[src/rtl/axis_switch_pkg.sv]
// Shared definitions for the AXI-stream switch sequencing controller.
package axis_switch_pkg;

  localparam logic [0:0] IDLE  = 1'b0;
  localparam logic [0:0] ROUTE = 1'b1;

  localparam int unsigned STATS_W = 32;

  // Command layout: {destination, beat count minus one}.
  function automatic int unsigned cmd_dest_bit(input int unsigned len_w);
    return len_w;
  endfunction

  function automatic int unsigned cmd_cnt_msb(input int unsigned len_w);
    return len_w - 1;
  endfunction

endpackage

[src/rtl/axis_switch_ctrl.sv]
// Packet-sequencing controller: routes exactly the commanded beat count to one switch port.
// Optional per-port packet counters are enabled with `define AXIS_SWITCH_CTRL_STATS_EN.
module axis_switch_ctrl
  import axis_switch_pkg::*;
#(
  parameter int unsigned LEN_W = 16
) (
  input  logic             clk,
  input  logic             reset,
  input  logic [LEN_W:0]   cmd_tdata,
  input  logic             cmd_tvalid,
  output logic             cmd_tready,
  input  logic             s_tvalid,
  output logic             s_tready,
  output logic             sw_tvalid,
  input  logic             sw_tready,
  output logic             port_select,
  output logic             busy,
  output logic             pkt_done
`ifdef AXIS_SWITCH_CTRL_STATS_EN
  ,
  output logic [STATS_W-1:0] pkt_count0,
  output logic [STATS_W-1:0] pkt_count1
`endif
);

  localparam int unsigned DEST_BIT = cmd_dest_bit(LEN_W);
  localparam int unsigned CNT_MSB  = cmd_cnt_msb(LEN_W);

  logic [0:0]       state_q, state_d;
  logic             port_select_q, port_select_d;
  logic [LEN_W-1:0] remaining_q, remaining_d;

  logic in_route;
  logic beat;
  logic last_beat;
  logic load;

  always_comb begin
    in_route   = (state_q == ROUTE);
    beat       = in_route & s_tvalid & sw_tready;
    last_beat  = beat & (remaining_q == '0);
    cmd_tready = ~in_route | last_beat;
    load       = cmd_tvalid & cmd_tready;
    sw_tvalid  = in_route & s_tvalid;
    s_tready   = in_route & sw_tready;
    pkt_done   = last_beat;
    busy       = in_route;
  end

  always_comb begin
    state_d       = state_q;
    port_select_d = port_select_q;
    remaining_d   = remaining_q;
    // A new command on the last beat reloads in place, so no idle cycle is inserted.
    if (load) begin
      state_d       = ROUTE;
      port_select_d = cmd_tdata[DEST_BIT];
      remaining_d   = cmd_tdata[CNT_MSB:0];
    end else if (last_beat) begin
      state_d = IDLE;
    end else if (beat) begin
      remaining_d = remaining_q - LEN_W'(1);
    end
  end

  always_ff @(posedge clk) begin
    if (reset) begin
      state_q       <= IDLE;
      port_select_q <= 1'b0;
      remaining_q   <= '0;
    end else begin
      state_q       <= state_d;
      port_select_q <= port_select_d;
      remaining_q   <= remaining_d;
    end
  end

  assign port_select = port_select_q;

`ifdef AXIS_SWITCH_CTRL_STATS_EN
  logic [STATS_W-1:0] pkt_count0_q, pkt_count0_d;
  logic [STATS_W-1:0] pkt_count1_q, pkt_count1_d;

  always_comb begin
    pkt_count0_d = pkt_count0_q;
    pkt_count1_d = pkt_count1_q;
    if (last_beat) begin
      if (port_select_q) pkt_count1_d = pkt_count1_q + STATS_W'(1);
      else               pkt_count0_d = pkt_count0_q + STATS_W'(1);
    end
  end

  always_ff @(posedge clk) begin
    if (reset) begin
      pkt_count0_q <= '0;
      pkt_count1_q <= '0;
    end else begin
      pkt_count0_q <= pkt_count0_d;
      pkt_count1_q <= pkt_count1_d;
    end
  end

  assign pkt_count0 = pkt_count0_q;
  assign pkt_count1 = pkt_count1_q;
`endif

endmodule

[config.mk]
export PLATFORM = sky130hd
export DESIGN_NAME = axis_switch_ctrl
export DESIGN_NICKNAME = d
export VERILOG_FILES = /design/src/rtl/axis_switch_pkg.sv /design/src/rtl/axis_switch_ctrl.sv
export SDC_FILE = /design/constraint.sdc
export NUM_CORES = 1
export LEC_CHECK = 0
export CORE_UTILIZATION = 43
export DETAILED_ROUTE_END_ITERATION = 8
export GPL_TIMING_DRIVEN = 0
export PLACE_DENSITY = 0.86
export SYNTH_ARGS = -nofsm -noshare
export SYNTH_HDL_FRONTEND = slang
export SYNTH_SLANG_ARGS = --single-unit
[constraint.sdc]
create_clock -name clk -period 2.1 [get_ports clk]
set_input_delay 0.21 -clock clk [delete_from_list [all_inputs] [get_ports clk]]
set_output_delay 0.21 -clock clk [all_outputs]
set_load 0.02 [all_outputs]
==> results of run 1 <==
## placed cells by master (no fill, tap or decap), types with 4 or more instances in the layout
cell type        instances
dfxtp_1                 15
clkdlybuf4s50_1         24
a211oi_1                 4
a21oi_1                 10
nor2_1                  11
nand2_1                 10
nand3_1                  6
inv_1                    8
nor3_1                   5
o22ai_1                  4
buf_4                    5
## how the worst max path moves through the flow
stage          slack [ns]                      endpoint                   startpoint  cells past startpoint
2_1_floorplan        0.05  remaining_q[14]$_SDFFE_PP0P_            busy$_SDFFE_PP0P_                      6
3_3_place_gp        -0.40                    cmd_tready                     s_tvalid                      6
3_5_place_dp        -0.47                    cmd_tready                     s_tvalid                      6
4_1_cts             -0.04  remaining_q[12]$_SDFFE_PP0P_  remaining_q[6]$_SDFFE_PP0P_                      6
5_1_grt             -0.06  remaining_q[12]$_SDFFE_PP0P_  remaining_q[8]$_SDFFE_PP0P_                      5
6_report          -0.0006  remaining_q[12]$_SDFFE_PP0P_  remaining_q[8]$_SDFFE_PP0P_                      5
## stage by stage
stage,instance area [um^2],hold slack [ns],setup slack (ns)
floorplan,1090,0.346,0.0509
global placement,1380,0.443,-0.404
detailed placement,1380,0.458,-0.467
CTS,1450,0.346,-0.0450
global route,1510,0.441,-0.0585
finish,1510,0.353,-0.000568
## layout make-up
cell class	count	area [um^2]
buffer	4	17.5
clock buffer	4	36.3
fill	179	787
inverter	8	30.0
multi-input combinational	102	731
sequential	18	369
tap	28	35.0
timing repair buffer	31	292
## layer usage
metal / vias to the layer above / share of wire / track usage
li1: 573 / - / -
met1: 570 / 0.44 / 0.268
met2: 53 / 0.48 / 0.393
met3: 7 / 0.067 / 0.0493
met4: 0 / 0.015 / 0.0965
met5: - / 0 / 0
## cells by family (layout without fill, tap and decap cells)
logic type / count (synthesis) / after routing
xor+xnor: 4 / 4
buf+inv: 14 / 47
simple gates: 57 / 57
flops: 18 / 18
fa+ha+maj: 2 / 2
compound gates: 39 / 39
## power by group through the flow
stage          Combinational (mW)  Sequential, mW  Clock (mW)
6_report                    0.296           0.414       0.223
5_1_grt                     0.324           0.417       0.237
2_1_floorplan               0.172           0.404           0
3_5_place_dp                0.263           0.407           0
3_3_place_gp                0.257           0.406           0
4_1_cts                     0.275           0.404       0.230
## state kept, by name (all words and copies together) (netlist names)
register / count
remaining_q: 16
busy: 1
port_select: 1
## what timing repair did
| action | in CTS | in global routing |
|---|---|---|
| endpoints found under the setup margin | 12 | 17 |
| pin swaps | 1 | 5 |
| resized for setup | 9 | 14 |
| buffers inserted | 1 | 4 |
==> metrics, run 1 <==
die width=52.3 um; most frequent cell after synthesis=dfxtp_1; worst skew pair latency=0.30 ns; port bufs=26; CTS Buffer Depth=2; most instantiated cells after synthesis=dfxtp_1 (18), nor2_1 (11), a21oi_1 (10), nand2_1 (10), inv_1 (8); Final Max Slew Viols=0; Peak Freq=0.476 GHz; simple-gate share of the synthesized area=0.303; Syn Inst Count=134; Reg2Reg Setup Slack=-0.0006 ns; Tightest Hold Check Type=in -> reg; total die area=0.00273 mm^2; CP cell instances=or4_4 > or3_1 > or4_4 > xor2_1 > a211oi_2; CTS tree=done; CP Class=reg -> reg; Synth Register Bits=18; Detail Placement HPWL=2100 um; mapped cell area=0.00109 mm^2; core area=0.00230 mm^2; row cnt=17; number of global-route vias before repair=1098; initial core utilization=0.473; Synth Area in Compound Gates=0.253; Most common cell on crit path=or4_4; first-pass GRT wire length=4590 um; Synth Warn #=0; Synth Area in XOR/XNOR=0.0323; Setup WS post-layout=-0.000568 ns; First-pass DRT Iterations=4; min Tclk post-route=2.10 ns; DRC violations left=0; worst reg2reg path depth=5; status=complete, but fails checks; DR vias=1203; hold depth=2; P&R area growth vs syn=39.1%; CP max stage delay=0.55 ns; clk sink count=18; hold buffers post-CTS=0; antenna cells=0; sequential share of the synthesized area=0.332; Hold EP=remaining_q[12]$_SDFFE_PP0P_; Overall Global Routing Usage=0.227; Synth Area in Adders=0.0230; post-synth net total=158; clock power share=0.239; Syn Area/Cell=8.10 um^2; placed insts=188; DR WL/cell=15.7 um; main combinational cell family by area after synthesis=simple AND/OR/NAND/NOR gates; non-filler instance count after layout=195; PwrDens=617 mW/mm^2; Comb power frac=0.318; FFs w/ async S/R, synth=0; Core Util, Final=0.657; sw power=0.305 mW; cell family with most CP delay=simple AND/OR/NAND/NOR gates; maxcap violations=0; Max-slew headroom=0.667; TNS Setup=-0.000568 ns; sequential share of power=0.444; reg2reg start=remaining_q[8]$_SDFFE_PP0P_; crit path max fanout=4; fraction of layout cells with a size suffix above 1=0.174; Power Total=0.932 mW; Setup crit end kind=flop; HP Start=reset; Fin. Hold Viols=0; Worst-path clk slew=0.11 ns; WP buf/inv=0; total grt overflow=0; largest net degree at the start of global routing=11; VDD IR max=0.360 mV; routability congestion estimate=0.901; Post-synth EDFFs=0; H-tree depth=1; Int Power=0.627 mW; CTS Root Cell=clkbuf_4; CP arrival=2.33 ns; Final Cycle Share=1.00; Critical R2R Capture=remaining_q[12]$_SDFFE_PP0P_; share of the synthesized area in the top cell type=0.332; Fin Clk Skew=0.00454 ns; Synth area leaders=dfxtp_1 (33%), a21oi_1 (4.6%), nor2_1 (3.8%), nand2_1 (3.5%), nand3_1 (2.8%); RSZ-0062 raised after global routing=true; Final nets=192; critical path required time=2.33 ns; DRT iter0 DRCs=32; Leakage=0.558 nW; TritonCTS buffer count=3; Worst Tran Pin Value=0.499 ns; largest area contributor in the netlist=dfxtp_1; Routed WL=3060 um; mux cell area share after synthesis=0; antenna violations before repair=0; Main synth FF type=dfxtp_1; Startpoint Class=flop; # setup viols final=1; Crit-path slowest cell=or4_4; Die H=52.3 um; DR vias/cell=6.17; Sw Share=0.328; failing checks=setup timing; I/O pins=28; DRT antenna net count=0; synth unique cells=46
(Power assumes the default switching activity.)
==> inputs of run 2 (changes only) <==
- RECOVER_POWER: not set -> 25
==> metrics, run 2 (synthesized netlist as in run 1, its figures left out) <==
worst skew pair latency=0.30 ns (about the same); RSZ-0062 raised after global routing=true; CTS tree=done; crit path max fanout=4 (unchanged); core area=0.00230 mm^2 (unchanged); Fin Clk Skew=0.00327 ns (-0.00128 ns); commonest non-fill, non-tap cells in the layout=clkdlybuf4s50_1 (20), dfxtp_1 (15), nor2_1 (11); DRC violations left=0 (unchanged); Power Total=0.929 mW (-0.38%); CTS Buffer Depth=2 (unchanged); Fin. Hold Viols=0 (unchanged); total die area=0.00273 mm^2 (unchanged); routability congestion estimate=0.901 (unchanged); Setup crit end kind=flop; Worst Tran Pin Value=0.525 ns (+0.0255 ns); Routed WL=3060 um (+0.16%); CTS Root Cell=clkbuf_4; PwrDens=616 mW/mm^2 (-0.13%); port bufs=26 (unchanged); Max-slew headroom=0.650 (-0.0170); antenna violations before repair=0 (unchanged); H-tree depth=1 (unchanged); Setup WS post-layout=0.00183 ns (+0.00239 ns); initial core utilization=0.473 (unchanged); total grt overflow=0 (unchanged); commonest non-fill, non-tap cell in the layout=clkdlybuf4s50_1; Leakage=0.567 nW (+1.5%); critical path required time=2.33 ns (about the same); DRT iter0 DRCs=33 (+3.1%); Critical R2R Capture=remaining_q[12]$_SDFFE_PP0P_; Setup WS pre-CTS=-0.467 ns (unchanged); CP Class=reg -> reg; worst reg2reg path depth=5 (unchanged); CP arrival=2.33 ns (about the same); first-pass GRT wire length=4590 um (unchanged); Peak Freq=0.477 GHz (+0.11%); Final Max Slew Viols=0 (unchanged); Reg2Reg Setup Slack=0.002 ns (about the same); min Tclk post-route=2.10 ns (-0.00239 ns); I/O pins=28 (unchanged); Tightest Hold Check Type=in -> reg; maxcap violations=0 (unchanged); VDD IR max=0.360 mV (about the same); Final Cell Area=0.00151 mm^2 (-0.25%); fraction of layout cells with a size suffix above 1=0.168 (-0.00599); Die H=52.3 um (unchanged); TNS Setup=0 ns (+0.000568 ns); First-pass DRT Iterations=4 (unchanged); reg2reg start=remaining_q[8]$_SDFFE_PP0P_; Worst-path clk slew=0.11 ns (about the same); # setup viols final=0 (-1); status=completed; P&R area growth vs syn=38.7%; DR vias=1199 (-0.33%); clk sink count=18 (unchanged); Core Util, Final=0.656 (-0.00163); placed cell area=0.00138 mm^2 (unchanged); Detail Placement HPWL=2100 um (unchanged); Hold EP=remaining_q[12]$_SDFFE_PP0P_; largest reg by FF count=remaining_q; Fillers=181 (+1.1%); Startpoint Class=flop; die width=52.3 um (unchanged); HP Start=reset; sequential share of power=0.445 (about the same); Final nets=192 (unchanged); DR WL/cell=15.7 um (+0.16%); TritonCTS buffer count=3 (unchanged); antenna cells=0 (unchanged); Sw Share=0.327 (-0.000381); row cnt=17 (unchanged); Comb power frac=0.316 (-0.002); number of global-route vias before repair=1098 (unchanged); hold depth=2 (unchanged); largest net degree at the start of global routing=11 (unchanged); clock power share=0.239 (about the same); Int Power=0.625 mW (-0.32%); DRT antenna net count=0 (unchanged); sw power=0.304 mW (-0.49%); Final Cycle Share=0.999 (-0.00114); DR vias/cell=6.15 (-0.33%); Overall Global Routing Usage=0.227 (unchanged); max reg flops=16 (unchanged)
==> run 2: cell count changes in the layout (fill, tap and decap cells not counted) <==
| cell | previous run | this run |
|---|---|---|
| o21ai_0 | 0 | 1 |
| dlygate4sd3_1 | 0 | 4 |
| clkdlybuf4s50_1 | 24 | 20 |
| o21ai_2 | 1 | 0 |
==> run 2: cell type report <==
class / instances / area (um^2) / share of cell area
clock buffers: 4 / 36.3 / 0.0241
multi-input cells: 102 / 727 / 0.483
plain buffers: 4 / 17.5 / 0.0116
well taps: 28 / 35.0 / 0.0233
repair buffers: 31 / 292 / 0.194
flip-flops and latches: 18 / 369 / 0.245
inverters: 8 / 30.0 / 0.0199
==> run 2: critical path, cell delays in order, from the launching register on <==
cell	delay [ns]
dfxtp_4	0.38
or4_4	0.55
or3_1	0.35
or4_4	0.42
xor2_1	0.16
a211oi_2	0.16
==> run 2: through the flow <==
step                hold slack (ns)  std cells
floorplan                     0.346        134
global placement              0.443        188
detailed placement            0.458        188
CTS                           0.346        192
global route                  0.441        195
finish                        0.353        195
==> run 2: how the worst max path moves through the flow <==
| stage | cells after the start | slack (ns) | from | to |
|---|---|---|---|---|
| 6_report | 5 | 0.002 | remaining_q[8]$_SDFFE_PP0P_ | remaining_q[12]$_SDFFE_PP0P_ |
| 5_1_grt | 4 | -0.06 | remaining_q[11]$_SDFFE_PP0P_ | cmd_tready |
| 4_1_cts | 6 | -0.04 | remaining_q[6]$_SDFFE_PP0P_ | remaining_q[12]$_SDFFE_PP0P_ |
| 3_5_place_dp | 6 | -0.47 | s_tvalid | cmd_tready |
| 3_3_place_gp | 6 | -0.40 | s_tvalid | cmd_tready |
| 2_1_floorplan | 6 | 0.05 | busy$_SDFFE_PP0P_ | remaining_q[14]$_SDFFE_PP0P_ |
==> run 2: power by group through the flow <==
stage               logic [mW]  registers [mW]  clock network, mW
global placement         0.257           0.406                  0
global route             0.321           0.417              0.237
CTS                      0.275           0.404              0.230
detailed placement       0.263           0.407                  0
floorplan                0.172           0.404                  0
finish                   0.293           0.413              0.222
==> run 2: layer usage <==
metal,global-route usage,vias up,share of wire
li1,-,572,-
met1,0.268,568,0.44
met2,0.393,52,0.47
met3,0.0493,7,0.069
met4,0.0965,0,0.016
met5,0,-,0
==> run 2: timing repair <==
| item | in CTS | in global routing |
|---|---|---|
| pin swaps | 1 | 5 |
| cloned | 0 | 0 |
| gates resized for setup | 9 | 14 |
| setup endpoints to repair | 12 | 17 |
| buffers inserted | 1 | 4 |
| hold buffers | 0 | 0 |
